**config.mk**
```make
export PLATFORM = sky130hd
export DESIGN_NAME = ad79x8_sequencer
export DESIGN_NICKNAME = d
export VERILOG_FILES = /design/src/rtl/ad79x8_sequencer.sv
export SDC_FILE = /design/constraint.sdc
export NUM_CORES = 1
export LEC_CHECK = 0
export ABC_AREA = 1
export CAP_MARGIN = 20
export CORE_AREA = 5 5 76 78
export CTS_CLUSTER_SIZE = 28
export DETAILED_ROUTE_END_ITERATION = 8
export DIE_AREA = 0 0 81 83
export PLACE_DENSITY = 0.84
export SLEW_MARGIN = 10
export SYNTH_ARGS = -nofsm -noshare
export SYNTH_HDL_FRONTEND = slang
export SYNTH_SLANG_ARGS = --single-unit
export TNS_END_PERCENT = 1
```
**constraint.sdc**
```tcl
create_clock -name clk -period 3.4 [get_ports clk]
set_input_delay 0.68 -clock clk [delete_from_list [all_inputs] [get_ports clk]]
set_output_delay 0.68 -clock clk [all_outputs]
set_load 0.01 [all_outputs]
```
**src/rtl/ad79x8_sequencer.sv**
```systemverilog
// ad79x8_sequencer
// Channel sequencer in front of the AD79x8 SPI interface block. It runs the
// two power-up dummy frames, then scans the enabled channels round-robin.
// Each data frame writes the next channel address, and the returned word is
// split into channel and sample. Because the converter pipelines by one
// frame, the address that comes back in a frame is the one written in the
// frame before it.
module ad79x8_sequencer #(
    parameter int   RESOLUTION = 12,     // 12 = AD7928, 10 = AD7918, 8 = AD7908
    parameter logic RANGE      = 1'b0,   // 0: 0..2*REFIN, 1: 0..REFIN
    parameter logic CODING     = 1'b1,   // 1: straight binary
    parameter int   TIMEOUT    = 24      // longest allowed WAIT_DONE stay
) (
    input  logic        clk,
    input  logic        rst,
    input  logic        enable,
    input  logic [7:0]  ch_mask,
    output logic [15:0] adc_cmd,
    output logic        adc_initiate,
    input  logic        adc_ready,
    input  logic [15:0] adc_data,
    output logic        res_valid,
    output logic [2:0]  res_channel,
    output logic [11:0] res_data,
    output logic        res_addr_err,
    output logic        busy,
    output logic        err
);

    localparam int SHIFT = 12 - RESOLUTION;
    localparam int WCW   = ($clog2(TIMEOUT + 1) < 2) ? 2 : $clog2(TIMEOUT + 1);

    typedef enum logic [2:0] {
        S_PWRUP0,
        S_PWRUP1,
        S_IDLE,
        S_ISSUE,
        S_WAIT_BUSY,
        S_WAIT_DONE,
        S_CAPTURE
    } state_t;

    // frm_cnt: 0/1 = power-up frame in progress, 2 = power-up done and no
    // data frame issued yet, 3 = scanning.
    state_t           state, state_n;
    logic [1:0]       frm_cnt, frm_n;
    logic [WCW-1:0]   wait_cnt, wait_n;
    logic [2:0]       cur_ch, cur_n;
    logic [2:0]       exp_ch, exp_n;
    logic [2:0]       nxt_ch;
    logic [15:0]      cmd_n;
    logic             init_n;
    logic             vld_n;
    logic [2:0]       rch_n;
    logic [11:0]      rdat_n;
    logic             aerr_n;
    logic             busy_n;
    logic             err_n;

    // Bit 15 of the result frame is the leading zero and carries nothing.
    logic unused_lead;
    assign unused_lead = adc_data[15];

    // First set mask bit strictly after cur, wrapping 7->0; the distance-8
    // step lands back on cur so a single-channel mask repeats that channel.
    function automatic logic [2:0] next_chan(input logic [7:0] mask, input logic [2:0] cur);
        logic [2:0] c;
        logic [2:0] r;
        r = cur;
        for (int i = 8; i >= 1; i--) begin
            c = cur + 3'(i);
            if (mask[c]) r = c;
        end
        return r;
    endfunction

    // Round-robin pick for the next ISSUE.
    always_comb begin
        nxt_ch = next_chan(ch_mask, cur_ch);
    end

    // Next-state and registered-output values.
    always_comb begin
        state_n = state;
        frm_n   = frm_cnt;
        wait_n  = wait_cnt;
        cur_n   = cur_ch;
        exp_n   = exp_ch;
        cmd_n   = adc_cmd;
        init_n  = 1'b0;
        vld_n   = 1'b0;
        rch_n   = res_channel;
        rdat_n  = res_data;
        aerr_n  = 1'b0;
        err_n   = err;

        case (state)
            S_PWRUP0, S_PWRUP1: begin
                // Waiting on ready also lets a frame left in flight by a
                // reset finish before the first dummy frame goes out.
                if (adc_ready) begin
                    cmd_n   = 16'hFFFF;
                    init_n  = 1'b1;
                    wait_n  = '0;
                    state_n = S_WAIT_BUSY;
                end
            end

            S_IDLE: begin
                // A timeout halts the scan until the next reset.
                if (enable && ch_mask != 8'h00 && !err) state_n = S_ISSUE;
            end

            S_ISSUE: begin
                if (ch_mask == 8'h00) begin
                    state_n = S_IDLE;
                end else if (adc_ready) begin
                    cmd_n   = {1'b1, 1'b0, 1'b0, nxt_ch, 2'b11, 1'b0, 1'b0,
                               RANGE, CODING, 4'b0000};
                    init_n  = 1'b1;
                    cur_n   = nxt_ch;
                    wait_n  = '0;
                    state_n = S_WAIT_BUSY;
                    // The first data frame after power-up returns channel 0,
                    // which exp_ch already holds from reset.
                    if (frm_cnt == 2'd2) frm_n = 2'd3;
                    else                 exp_n = cur_ch;
                end
            end

            S_WAIT_BUSY: begin
                if (!adc_ready) begin
                    wait_n  = '0;
                    state_n = S_WAIT_DONE;
                end else if (wait_cnt == WCW'(2)) begin
                    err_n   = 1'b1;
                    state_n = S_IDLE;
                end else begin
                    wait_n = wait_cnt + WCW'(1);
                end
            end

            S_WAIT_DONE: begin
                if (adc_ready) begin
                    state_n = S_CAPTURE;
                end else if (wait_cnt == WCW'(TIMEOUT)) begin
                    err_n   = 1'b1;
                    state_n = S_IDLE;
                end else begin
                    wait_n = wait_cnt + WCW'(1);
                end
            end

            S_CAPTURE: begin
                if (frm_cnt < 2'd2) begin
                    // Power-up frame: result is discarded.
                    frm_n   = frm_cnt + 2'd1;
                    state_n = (frm_cnt == 2'd0) ? S_PWRUP1 : S_IDLE;
                end else begin
                    vld_n   = 1'b1;
                    rch_n   = adc_data[14:12];
                    rdat_n  = adc_data[11:0] >> SHIFT;
                    aerr_n  = (adc_data[14:12] != exp_ch);
                    state_n = (enable && ch_mask != 8'h00) ? S_ISSUE : S_IDLE;
                end
            end

            default: state_n = S_IDLE;
        endcase

        busy_n = (state_n != S_IDLE);
    end

    // State and output registers.
    always_ff @(posedge clk or posedge rst) begin
        if (rst) begin
            state        <= S_PWRUP0;
            frm_cnt      <= 2'd0;
            wait_cnt     <= '0;
            cur_ch       <= 3'd7;
            exp_ch       <= 3'd0;
            adc_cmd      <= 16'hFFFF;
            adc_initiate <= 1'b0;
            res_valid    <= 1'b0;
            res_channel  <= 3'd0;
            res_data     <= 12'd0;
            res_addr_err <= 1'b0;
            busy         <= 1'b1;
            err          <= 1'b0;
        end else begin
            state        <= state_n;
            frm_cnt      <= frm_n;
            wait_cnt     <= wait_n;
            cur_ch       <= cur_n;
            exp_ch       <= exp_n;
            adc_cmd      <= cmd_n;
            adc_initiate <= init_n;
            res_valid    <= vld_n;
            res_channel  <= rch_n;
            res_data     <= rdat_n;
            res_addr_err <= aerr_n;
            busy         <= busy_n;
            err          <= err_n;
        end
    end

endmodule

```
==> results.txt, run 1 <==
The endpoint kind of the worst setup timing path is a flip-flop. The share of Yosys cell area claimed by the top area cell type is 31.7%. The number of storage elements in the synthesis netlist came out at 40. The clock period minus worst slack is 2490 ps. The run finished with clean final reports. The detailed-route vias per instance is approximately 5.0.

The number of hold buffers added after CTS was 0. The total of warnings raised by yosys came out at 0. The width of the die came out at about 81 um.

The floorplan die height is 83 um. The worst-path maximum fanout came out at 12. The half-perimeter wire length after detailed placement came out at approximately 4500 um. The initial antenna violation count came out at 0.

The total inserted antenna cells came out at 0. The initial standard-cell utilization of the core came out at about half. In the global route stage, overall resource usage came out at 18.4%. At the later pin of the worst-skew pair, clock insertion delay measures 300 ps.

The aggregate negative setup slack came out at 0 ps. The die covers about 6700 sq um. The leakage dissipation came out at 1.59 nW. The mapped netlist covers 2520 sq um. The average cell area after synthesis is 7.13 sq um. The count of unresolved DRC violations after routing is 0. The leading area contributor after synthesis is sky130_fd_sc_hd__dfrtp_1. The post-CTS setup buffer count came out at 0. The design draws 0.00324 W. In the final routed layout, each cell accounts on average for 12.2 um. The share of final-layout standard cells stronger than drive strength 1 came out at 9.83%. The kind of path behind the tightest hold check is reg -> reg. The post-placement setup slack came out at 946 ps.

The post-route worst setup slack is 911 ps. The clock-pin slew of the registers on the worst-case setup and hold paths came out at 80 ps. The total overflow left after global routing is 0. The final wirelength came out at 5810 um. The sequential fraction of the synthesis area came out at about two fifths. The tightest hold margin came out at 476 ps. For the worst setup path, the data required time is 3630 ps. The final layout contains approximately 440 nets. The area inside the core boundary came out at 5010 sq um. The fmax came out at 402 MHz. The number of cells in the design after placement came out at between 400 and 500. The category of the critical setup timing path is reg -> reg. The clock arrives with 8.74 ps of skew. The final-report hold violation count came to 0. Row generation in the floorplan step produced 26 rows.

The number of max-cap violations is 0. The maximum vdd ir drop came out at 488 uV. Setup repair after global routing left no endpoint under its margin. Once detail routing completed, the nets flagged for antenna violations numbered 0. The count of mapped cells out of synthesis came out at 354. The number of clock sinks seen by CTS is 40. The routability congestion estimate is 0.924. The synthesized netlist contains 29 unique library cells. Setup violations remaining at the end of the flow were counted as 0.

The H-tree generated during clock tree synthesis spans 2 levels. The worst setup path is launched from a flip-flop. The clock tree from TritonCTS is done. The initial DRC count is between 150 and 200.

The area growth from synthesis to layout came out at 27.0%. For the worst setup path, the data arrival time is 2720 ps. The final cell count without fillers came out at 477. The pre-antenna-repair detailed-routing pass consisted of 4 iterations. The number of global-route vias before repair is 2258. The number of buffers inserted by port buffering came out at between 50 and 60. The power density over the cells came out at 1010 nW/um^2.

Yosys attributes the largest share of cell area to sky130_fd_sc_hd__dfrtp_1 (32%), sky130_fd_sc_hd__nand2_1 (19%), sky130_fd_sc_hd__nand3_1 (8.9%). The final clock period utilization by the worst path came out at between 70% and 80%. The count of boundary I/O pins is 64.

The largest net degree at the start of global routing came out at approximately 40. The clock tree root driver cell is sky130_fd_sc_hd__clkbuf_8. The post-cts resize count came out at 0. The maximum buffer depth of the clock tree came out at 2.

The first global-routing pass estimated approximately 10000 um of wire. The total number of vias came out at 2404. The clock buffer count from CTS is 5. The final number of max-transition violations is 0.
-- through the flow --
step                utilization (%)  cell area (sq um)
floorplan                         -               2540
detailed placement             61.7               3090
finish                         64.0               3210
global route                   64.0               3210
global placement               61.7               3090
CTS                            64.0               3210
-- state kept, by name (all words and copies together), names as in the netlist, 2 cells and up --
| register | flops |
|---|---|
| res_data | 12 |
| wait_cnt | 5 |
| adc_cmd | 4 |
| cur_ch | 3 |
| exp_ch | 3 |
| res_channel | 3 |
| state | 3 |
| frm_cnt | 2 |
-- cells by family after synthesis --
logic type | after synthesis | synth area share (%)
adders and majority gates | 7 | 3.47
DFF | 40 | 40.0
other | 1 | 0.149
buffers and inverters | 62 | 11.5
xor gates and xnor gates | 4 | 1.39
AOI/OAI and AO/OA | 32 | 6.94
and+or+nand+nor | 208 | 36.5
-- cells in the final DEF (no fill, tap or decap), types with 3 or more instances in the layout --
master	Yosys	layout
sky130_fd_sc_hd__nand2_1	126	126
sky130_fd_sc_hd__clkdlybuf4s50_1	0	58
sky130_fd_sc_hd__nand3_1	45	45
sky130_fd_sc_hd__inv_1	34	34
sky130_fd_sc_hd__dfrtp_1	32	32
sky130_fd_sc_hd__nor2_1	16	16
sky130_fd_sc_hd__a21oi_1	15	15
sky130_fd_sc_hd__inv_2	11	11
sky130_fd_sc_hd__dfstp_2	8	8
sky130_fd_sc_hd__ha_1	7	7
sky130_fd_sc_hd__o21ai_0	6	6
sky130_fd_sc_hd__nand4_1	5	5
sky130_fd_sc_hd__o21ai_1	5	5
sky130_fd_sc_hd__clkbuf_8	0	5
sky130_fd_sc_hd__conb_1	1	4
sky130_fd_sc_hd__nor2_4	3	3
sky130_fd_sc_hd__nor3_1	3	3
sky130_fd_sc_hd__xnor2_1	3	3
-- cell type report --
cell class,count,area (sq um)
clock buffers,5,68.8
clock inverters,3,47.5
fillers,469,1800
inverters,45,169
multi-input cells,255,1230
flip-flops and latches,40,1010
well taps,70,87.6
repair buffers,59,588
-- cells in the mapped netlist, drive strengths merged --
master,instances
nand3,47
xnor2,3
nor3b,2
conb,1
nand4,5
o21ai,11
nor4,1
dfrtp,32
o211ai,2
dfstp,8
o22ai,1
buf,17
a31oi,1
xor2,1
nand2,128
a21oi,17
nor2,21
ha,7
inv,45
nor3,4
-- where the power goes --
group | internal [W] | total (W) | leakage [nW] | switching, W
registers | 0.000703 | 0.000875 | 0.482 | 0.000172
logic | 0.000812 | 0.00197 | 1.05 | 0.00116
clock network | 0.000221 | 0.000401 | 0.0583 | 0.000180
-- final timing paths --
kind,startpoint,end,slack [ps],cells after the start
setup / recovery,cur_ch[0],adc_cmd[11],910,16
hold / removal,res_data[8],res_data[8],480,2
setup reg to reg,cur_ch[0],adc_cmd[11],910,16
hold reg to reg,res_data[8],res_data[8],480,2
max in group asynchronous,rst,cur_ch[1],2240,3
min in group asynchronous,rst,res_data[10],790,3
-- routing by layer --
layer | vias up | share of wire (%) | track usage [%]
met5 | - | 0 | 0
met4 | 0 | 2.0 | 6.45
li1 | 1216 | - | -
met1 | 1095 | 44 | 24.7
met3 | 11 | 7.0 | 3.68
met2 | 82 | 47 | 29.2
-- critical path: stages (launching register included) --
cell	delay, ps
sky130_fd_sc_hd__dfstp_2	660
sky130_fd_sc_hd__inv_2	140
sky130_fd_sc_hd__ha_1	430
sky130_fd_sc_hd__inv_1	210
sky130_fd_sc_hd__nand3_1	140
sky130_fd_sc_hd__nand3_1	160
sky130_fd_sc_hd__nand2_1	90
sky130_fd_sc_hd__nand2_1	70
sky130_fd_sc_hd__nand3_1	60
sky130_fd_sc_hd__nand2_1	60
sky130_fd_sc_hd__nand2_1	50
sky130_fd_sc_hd__nand2_1	50
sky130_fd_sc_hd__nand2_1	50
sky130_fd_sc_hd__nand2_1	50
sky130_fd_sc_hd__nand2_1	60
sky130_fd_sc_hd__nand2_1	70
sky130_fd_sc_hd__nand2_1	50
Power figures use the tool's default switching activity.
==> run 2, diff against run 1 <==
--- a/config.mk
+++ b/config.mk
@@ -7,11 +7,11 @@
 export LEC_CHECK = 0
 export ABC_AREA = 1
 export CAP_MARGIN = 20
-export CORE_AREA = 5 5 76 78
+export CORE_AREA = 5 5 81 83
 export CTS_CLUSTER_SIZE = 28
 export DETAILED_ROUTE_END_ITERATION = 8
-export DIE_AREA = 0 0 81 83
-export PLACE_DENSITY = 0.84
+export DIE_AREA = 0 0 86 88
+export PLACE_DENSITY = 0.78
 export SLEW_MARGIN = 10
 export SYNTH_ARGS = -nofsm -noshare
 export SYNTH_HDL_FRONTEND = slang
==> constraint.sdc (replaced) <==
create_clock -name clk -period 2.08 [get_ports clk]
set_input_delay 0.416 -clock clk [delete_from_list [all_inputs] [get_ports clk]]
set_output_delay 0.416 -clock clk [all_outputs]
set_load 0.01 [all_outputs]
==> run 2 against run 1 <==
  * Combinational power increased by 89%
  * Global-route usage down 1.8 points
  * Design area is 6.9% higher
  * Sequential cell count did not move
  * Via count increased by 1.7%
  * Clock skew is 4.1 ps lower
  * Sequential power up 57%
  * Worst hold slack worse by 130 ps
  * Core utilization shrank 4.7 points
  * Highest routed layer unchanged
==> results.txt, run 2 (synthesis results as in run 1) <==
The worst setup path is captured at a flip-flop. The data required time of the critical path is 2320 ps (-1310 ps). The area inside the core boundary came out at 5780 sq um (+15%). The initial antenna violation count came out at 0 (unchanged). The flow ran to the end, and the final reports show no timing, DRC or antenna violations. The largest registers in the layout are res_data x12, wait_cnt x5, adc_cmd x4.

The final-report hold violation count is 0 (unchanged). The largest net degree at the start of global routing is 36 (-12%). The maximum buffer depth of the clock tree came out at 2 (unchanged). The commonest non-fill, non-tap cell in the layout is sky130_fd_sc_hd__nand2_1. Among all stages on the critical path, the largest delay is contributed by sky130_fd_sc_hd__dfstp_2. Broken down by cell family, the worst path's largest delay share belongs to simple AND/OR/NAND/NOR gates. The number of global-route vias before repair is 2316 (+2.6%).

The aggregate negative setup slack came out at 0 ps (unchanged). In the layout the commonest cells are sky130_fd_sc_hd__nand2_1 (126), sky130_fd_sc_hd__clkdlybuf4s50_1 (58), sky130_fd_sc_hd__nand3_1 (43). The final number of max-transition violations came to 0 (unchanged). The area of the die is 7570 sq um (+13%). The worst-path maximum fanout is 6 (-6). The filler cell count is 517 (+10%).

TritonCTS built the clock tree. The number of max-cap violations is 0 (unchanged). The largest incremental delay on the critical path is 550 ps (-110 ps). Relative to the synthesized area, the layout overhead comes to 35.7%. The clock buffer count from CTS was 5 (unchanged). The type of origin of the critical path is a flip-flop. The number of buffers inserted by port buffering is 58 (unchanged). The number of setup violations in the final report is 0 (unchanged). Setup repair after global routing could not meet its margin everywhere. The detailed-route vias per instance came out at 4.90 (-2.7%).

res_data holds more flip-flops than any other register. The total inserted antenna cells is 0 (unchanged). The count of unresolved DRC violations after routing is 0 (unchanged). The standard-cell row count is 28 (+7.7%).

The tree is rooted in a sky130_fd_sc_hd__clkbuf_8. The initial standard-cell utilization of the core came out at 43.7% (-6.7 points). The cell that appears most often on the critical path is sky130_fd_sc_hd__nand2_1.

The power density over the cells came to 1690 nW/um^2 (+67%). The number of flip-flops under the largest register name came out at 12 (unchanged). The count of TritonRoute iterations in the first routing pass came out at 4 (unchanged). The leakage dissipation came out at 1.70 nW (+6.7%).

The count of buffer and inverter cells on the critical path came out at 2 (unchanged). The global-route usage over all layers is 16.6% (-1.8 points). The clock period minus worst slack came to 1970 ps (-516 ps). The total number of vias is 2446 (+1.7%). The width of the die came out at 86 um (+6.2%). The arrival time at the worst endpoint is 2210 ps (-510 ps). The average detailed-routed wire length per instance is 12.4 um (+2.2%).

The post-route cell area came out at 3430 sq um (+6.9%). The final wirelength came to 6210 um (+6.9%). The count of boundary I/O pins is 64 (unchanged). The wire length of the first global-routing pass is 10100 um (+1.8%). The initial DRC count is 113 (-37%).

The maximum vdd ir drop is 683 uV (+40%). The leftover overflow at the end of global routing is 0 (unchanged). The clock-pin slew of the registers on the worst-case setup and hold paths came out at 80 ps (about the same). The maximum clock skew at final layout is 4.65 ps (-4.08 ps).

The share of final-layout standard cells stronger than drive strength 1 came out at 14.9% (+5.0 points). The clock latency reported for the late side of the worst-skew pair is 290 ps (about the same). The routability congestion estimate came out at 0.913 (-1.2%).

The maximum level of the CTS H-tree is 2 (unchanged). The cts-stage hold buffer count is 0 (unchanged). The net total in the final layout came to 458 (+3.9%).

The floorplan die height came to 88 um (+6.0%). The min-delay analysis places its worst path in the category in -> async. Walking the worst path, the cells encountered are buf_6 > ha_2 > xor2_2 > inv_1 > nand3_2 > nand2_2 > a21oi_2 > nand2_1 > nand2_1 > nand2_1 > nand2_1 > nand2_1 > nand2_1 > nand2_1 > nand2_1. By startpoint and endpoint, the worst setup path is classified as reg -> reg.

The total placed instance area is 3210 sq um (+3.8%). The count of antenna-violating nets left after detailed routing came out at 0 (unchanged). The final clock period utilization by the worst path came out at 94.9% (+22 points). The fmax came out at 507 MHz (+26%). The half-perimeter wire length after detailed placement is 4760 um (+4.9%).

The number of clock sinks seen by CTS is 40 (unchanged).
[run 2: worst register-to-register path: stages, from the launching register on]
cell	delay, ps
sky130_fd_sc_hd__dfstp_2	550
sky130_fd_sc_hd__buf_6	130
sky130_fd_sc_hd__ha_2	200
sky130_fd_sc_hd__xor2_2	200
sky130_fd_sc_hd__inv_1	90
sky130_fd_sc_hd__nand3_2	90
sky130_fd_sc_hd__nand2_2	90
sky130_fd_sc_hd__a21oi_2	110
sky130_fd_sc_hd__nand2_1	60
sky130_fd_sc_hd__nand2_1	50
sky130_fd_sc_hd__nand2_1	40
sky130_fd_sc_hd__nand2_1	60
sky130_fd_sc_hd__nand2_1	50
sky130_fd_sc_hd__nand2_1	90
sky130_fd_sc_hd__nand2_1	60
sky130_fd_sc_hd__nand2_1	60
[run 2: path summary, 6_finish.rpt]
kind                             start           to  slack [ps]  cells after the start
hold reg to reg            res_data[7]  res_data[7]         470                      2
setup / recovery             cur_ch[0]  adc_cmd[11]         110                     15
hold / removal                     rst  wait_cnt[4]         350                      2
setup reg to reg             cur_ch[0]  adc_cmd[11]         110                     15
max in group asynchronous          rst  adc_cmd[11]        1200                      3
min in group clk           res_data[7]  res_data[7]         470                      2
[run 2: power breakdown]
| group | switching [W] | leakage (nW) | internal [W] |
|---|---|---|---|
| Clock | 0.000272 | 0.0645 | 0.000423 |
| Sequential | 0.000223 | 0.482 | 0.00115 |
| Combinational | 0.00210 | 1.15 | 0.00163 |
[run 2: cell type report]
cell class	count	area, sq um	share of cell area, %
clock buffers	7	96.3	2.81
well taps	75	93.8	2.74
inverters	45	169	4.93
repair buffers	76	761	22.2
multi-input cells	255	1270	36.9
clock inverters	1	30.0	0.876
flip-flops and latches	40	1010	29.5
[run 2: what timing repair did]
action | in CTS | in global routing
resized for setup | 1 | 8
buffers inserted | 0 | 4
pin swaps | 0 | 1
setup endpoints to repair | 4 | 6
[run 2: layer usage]
metal	wire length, um	vias to the layer above	track usage (%)	part of all wire (%)
met3	366	8	3.48	5.9
met5	0	-	0	0
li1	-	1248	-	-
met4	78	0	5.61	1.3
met2	2950	65	28.9	48
met1	2810	1125	20.5	45
[run 2: per-stage QoR]
stage                     instances  worst slack, ps  utilization, %  hold WS [ps]  power, W
after global routing            499            -28.5            59.3           364   0.00631
after floorplan                 357             31.8               -           473   0.00369
final                           499              107            59.3           348   0.00580
after CTS                       495             31.7            57.6           348   0.00558
after global placement          487            -2.38            55.5           453   0.00475
after detailed placement        487            -25.7            55.5           458   0.00486
==> run 3, diff against run 2 <==
--- a/config.mk
+++ b/config.mk
@@ -7,11 +7,11 @@
 export LEC_CHECK = 0
 export ABC_AREA = 1
 export CAP_MARGIN = 20
-export CORE_AREA = 5 5 81 83
+export CORE_AREA = 5 5 112 61
 export CTS_CLUSTER_SIZE = 28
 export DETAILED_ROUTE_END_ITERATION = 8
-export DIE_AREA = 0 0 86 88
-export PLACE_DENSITY = 0.78
+export DIE_AREA = 0 0 117 66
+export PLACE_DENSITY = 0.79
 export SLEW_MARGIN = 10
 export SYNTH_ARGS = -nofsm -noshare
 export SYNTH_HDL_FRONTEND = slang
==> run 3 against run 2 <==
  * Global-route usage rose by 1.8 points
  * Critical path type is now in -> reg
  * Core utilization rose by 1.4 points
  * Critical path depth fell by 5
  * Clock skew fell by 2.2 ps
  * Clock-buffer cell count fell by 2
==> results.txt, run 3 (synthesis results as in run 1) <==
The worst-path maximum fanout is 4 (-2). The floorplan die height is 66 um (-25%). The filler cell count came to 503 (-2.7%).

Clock tree synthesis selected as its root buffer the cell sky130_fd_sc_hd__clkbuf_16. The arrival time at the worst endpoint came out at 2170 ps (-40 ps). The global-route usage over all layers is 18.4% (+1.8 points). The maximum vdd ir drop was 699 uV (+2.2%). The clock period minus worst slack came out at 2010 ps (+33.5 ps). In the layout the commonest cells are sky130_fd_sc_hd__nand2_1 (123), sky130_fd_sc_hd__clkdlybuf4s50_1 (58), sky130_fd_sc_hd__nand3_1 (32), sky130_fd_sc_hd__inv_1 (32), sky130_fd_sc_hd__dfrtp_1 (32).

The count of antenna-violating nets left after detailed routing came to 0 (unchanged). The maximum level of the CTS H-tree came out at 2 (unchanged). The width of the die is 117 um (+36%).

In this run the worst hold path is classified as reg -> reg. The share of final-layout standard cells stronger than drive strength 1 was 18.0% (+3.2 points). The worst setup path is launched from an input pin.

The final wirelength is 7420 um (+20%). The initial antenna violation count was 0 (unchanged). The largest net degree at the start of global routing is 41 (+14%). Counting flops per register, the top entry is res_data. The total power is 0.00634 W (+9.3%). The detailed-route vias per instance came out at 5.26 (+7.4%). The total number of vias is 2627 (+7.4%). The number of flip-flops under the largest register name came out at 12 (unchanged). The commonest non-fill, non-tap cell in the layout is sky130_fd_sc_hd__nand2_1.

The leftover overflow at the end of global routing is 0 (unchanged). Setup repair after global routing could not meet its margin everywhere. The maximum buffer depth of the clock tree is 2 (unchanged). The area inside the core boundary came out at 5810 sq um (+0.43%).

In this run the most used layer during global routing was met2. The standard-cell row count came out at 20 (-29%). The clock latency reported for the late side of the worst-skew pair is 280 ps (about the same). The met1 routing resource usage after global routing is 26.6% (+6.1 points). The count of boundary I/O pins is 64 (unchanged). The initial standard-cell utilization of the core is 43.5% (-0.19 points). The number of global-route vias before repair is 2397 (+3.5%). The clock buffer count from CTS is 5 (unchanged). The total inserted antenna cells was 0 (unchanged).

The number of clock sinks seen by CTS is 40 (unchanged). The worst setup path is of the in -> reg kind. The data required time of the critical path is 2240 ps (-80 ps). The met2 usage in global routing came out at 27.8% (-1.2 points).

The maximum clock skew at final layout came out at 2.50 ps (-2.15 ps). The area growth from synthesis to layout is 39.6%. The final number of max-transition violations is 0 (unchanged). The number of buffers inserted by port buffering is 58 (unchanged). TritonCTS built the clock tree. The power density over the cells is 1800 nW/um^2 (+6.3%). The fmax is 498 MHz (-1.7%). The routability congestion estimate is 0.969 (+6.0%). The leakage dissipation came out at 1.72 nW (+1.2%). The initial DRC count came out at 242 (+110%). The largest registers in the layout are res_data x12, wait_cnt x5, adc_cmd x4. The clock-pin slew of the registers on the worst-case setup and hold paths is 60 ps (-20 ps). The area of the die came out at 7720 sq um (+2.0%). The wire length of the first global-routing pass is 11200 um (+11%). The global routing usage on met3 came out at 5.12% (+1.6 points).

The run finished with clean final reports. STA classifies the critical path endpoint as a flip-flop. The worst slew margin relative to its limit came out at 67.1%.

The final-report hold violation count came out at 0 (unchanged). The tightest hold margin is 472 ps (+124 ps). The final clock period utilization by the worst path came to 96.5% (+1.6 points).

The half-perimeter wire length after detailed placement is 5280 um (+11%). The cts-stage hold buffer count is 0 (unchanged). The count of TritonRoute iterations in the first routing pass is 5 (+1).

The average detailed-routed wire length per instance is 14.9 um (+20%). The net total in the final layout is 456 (-0.44%). The number of setup violations in the final report was 0 (unchanged). The count of unresolved DRC violations after routing came out at 0 (unchanged). The end-of-flow core utilization came out at 60.7% (+1.4 points). At the pin with the least slew margin, the transition time is 489 ps.

The number of max-cap violations is 0 (unchanged).
==> run 3: changes by cell type in the layout (fill, tap and decap cells not counted), sizes merged <==
| cell | change |
|---|---|
| buf | -2 |
| clkbuf | -2 |
| clkinvlp | +1 |
| inv | +1 |
==> run 3: metrics by stage <==
stage	cell area [sq um]	setup slack (ps)	TNS [ps]	std cells
global route	3520	-52.4	-199	499
global placement	3180	21.0	0	487
floorplan	2540	31.8	0	357
detailed placement	3180	-37.0	-93.9	487
finish	3520	73.5	0	499
CTS	3350	8.54	0	495
==> run 3: cell type report <==
class | instances | area [sq um] | area share (%)
clock inverters | 3 | 46.3 | 1.31
multi-input cells | 255 | 1370 | 38.7
inverters | 45 | 169 | 4.79
clock buffers | 5 | 125 | 3.55
repair buffers | 74 | 712 | 20.2
flip-flops and latches | 40 | 1010 | 28.7
well taps | 77 | 96.3 | 2.73
==> run 3: timing repair <==
item,CTS,global route
setup buffers,0,4
resized for setup,0,28
endpoints found under the setup margin,0,6
==> run 3: final timing paths <==
| check | slack (ps) | start | to | cells after the start |
|---|---|---|---|---|
| worst max-delay path | 70 | ch_mask[7] | frm_cnt[0] | 10 |
| worst min-delay path | 470 | res_channel[0] | res_channel[0] | 2 |
| worst max register to register | 90 | cur_ch[0] | cur_ch[1] | 13 |
| worst min register to register | 470 | res_channel[0] | res_channel[0] | 2 |
| max in group asynchronous | 1160 | rst | adc_cmd[12] | 3 |
| min in group asynchronous | 550 | rst | res_data[10] | 3 |
==> run 3: per-layer routing <==
metal  part of all wire [%]  up-vias
met3                     11       16
met2                     43      140
li1                       -     1251
met1                     45     1220
met5                      0        -
met4                    1.7        0
==> run 3: critical path: stages <==
cell and delay, ps:
sky130_fd_sc_hd__clkdlybuf4s50_1 520, sky130_fd_sc_hd__nor2_1 60, sky130_fd_sc_hd__nand4_1 170, sky130_fd_sc_hd__inv_1 70, sky130_fd_sc_hd__nor2_1 210, sky130_fd_sc_hd__inv_1 140, sky130_fd_sc_hd__o21ai_1 170, sky130_fd_sc_hd__o211ai_1 170
sky130_fd_sc_hd__nor3_1 170, sky130_fd_sc_hd__a21oi_1 60
==> run 3: where the power goes <==
group	total (W)	internal, W	leakage (nW)	switching [W]
Clock	0.000885	0.000570	0.0804	0.000315
Combinational	0.00407	0.00167	1.16	0.00240
Sequential	0.00138	0.00115	0.482	0.000231
Total	0.00634	0.00339	1.72	0.00294
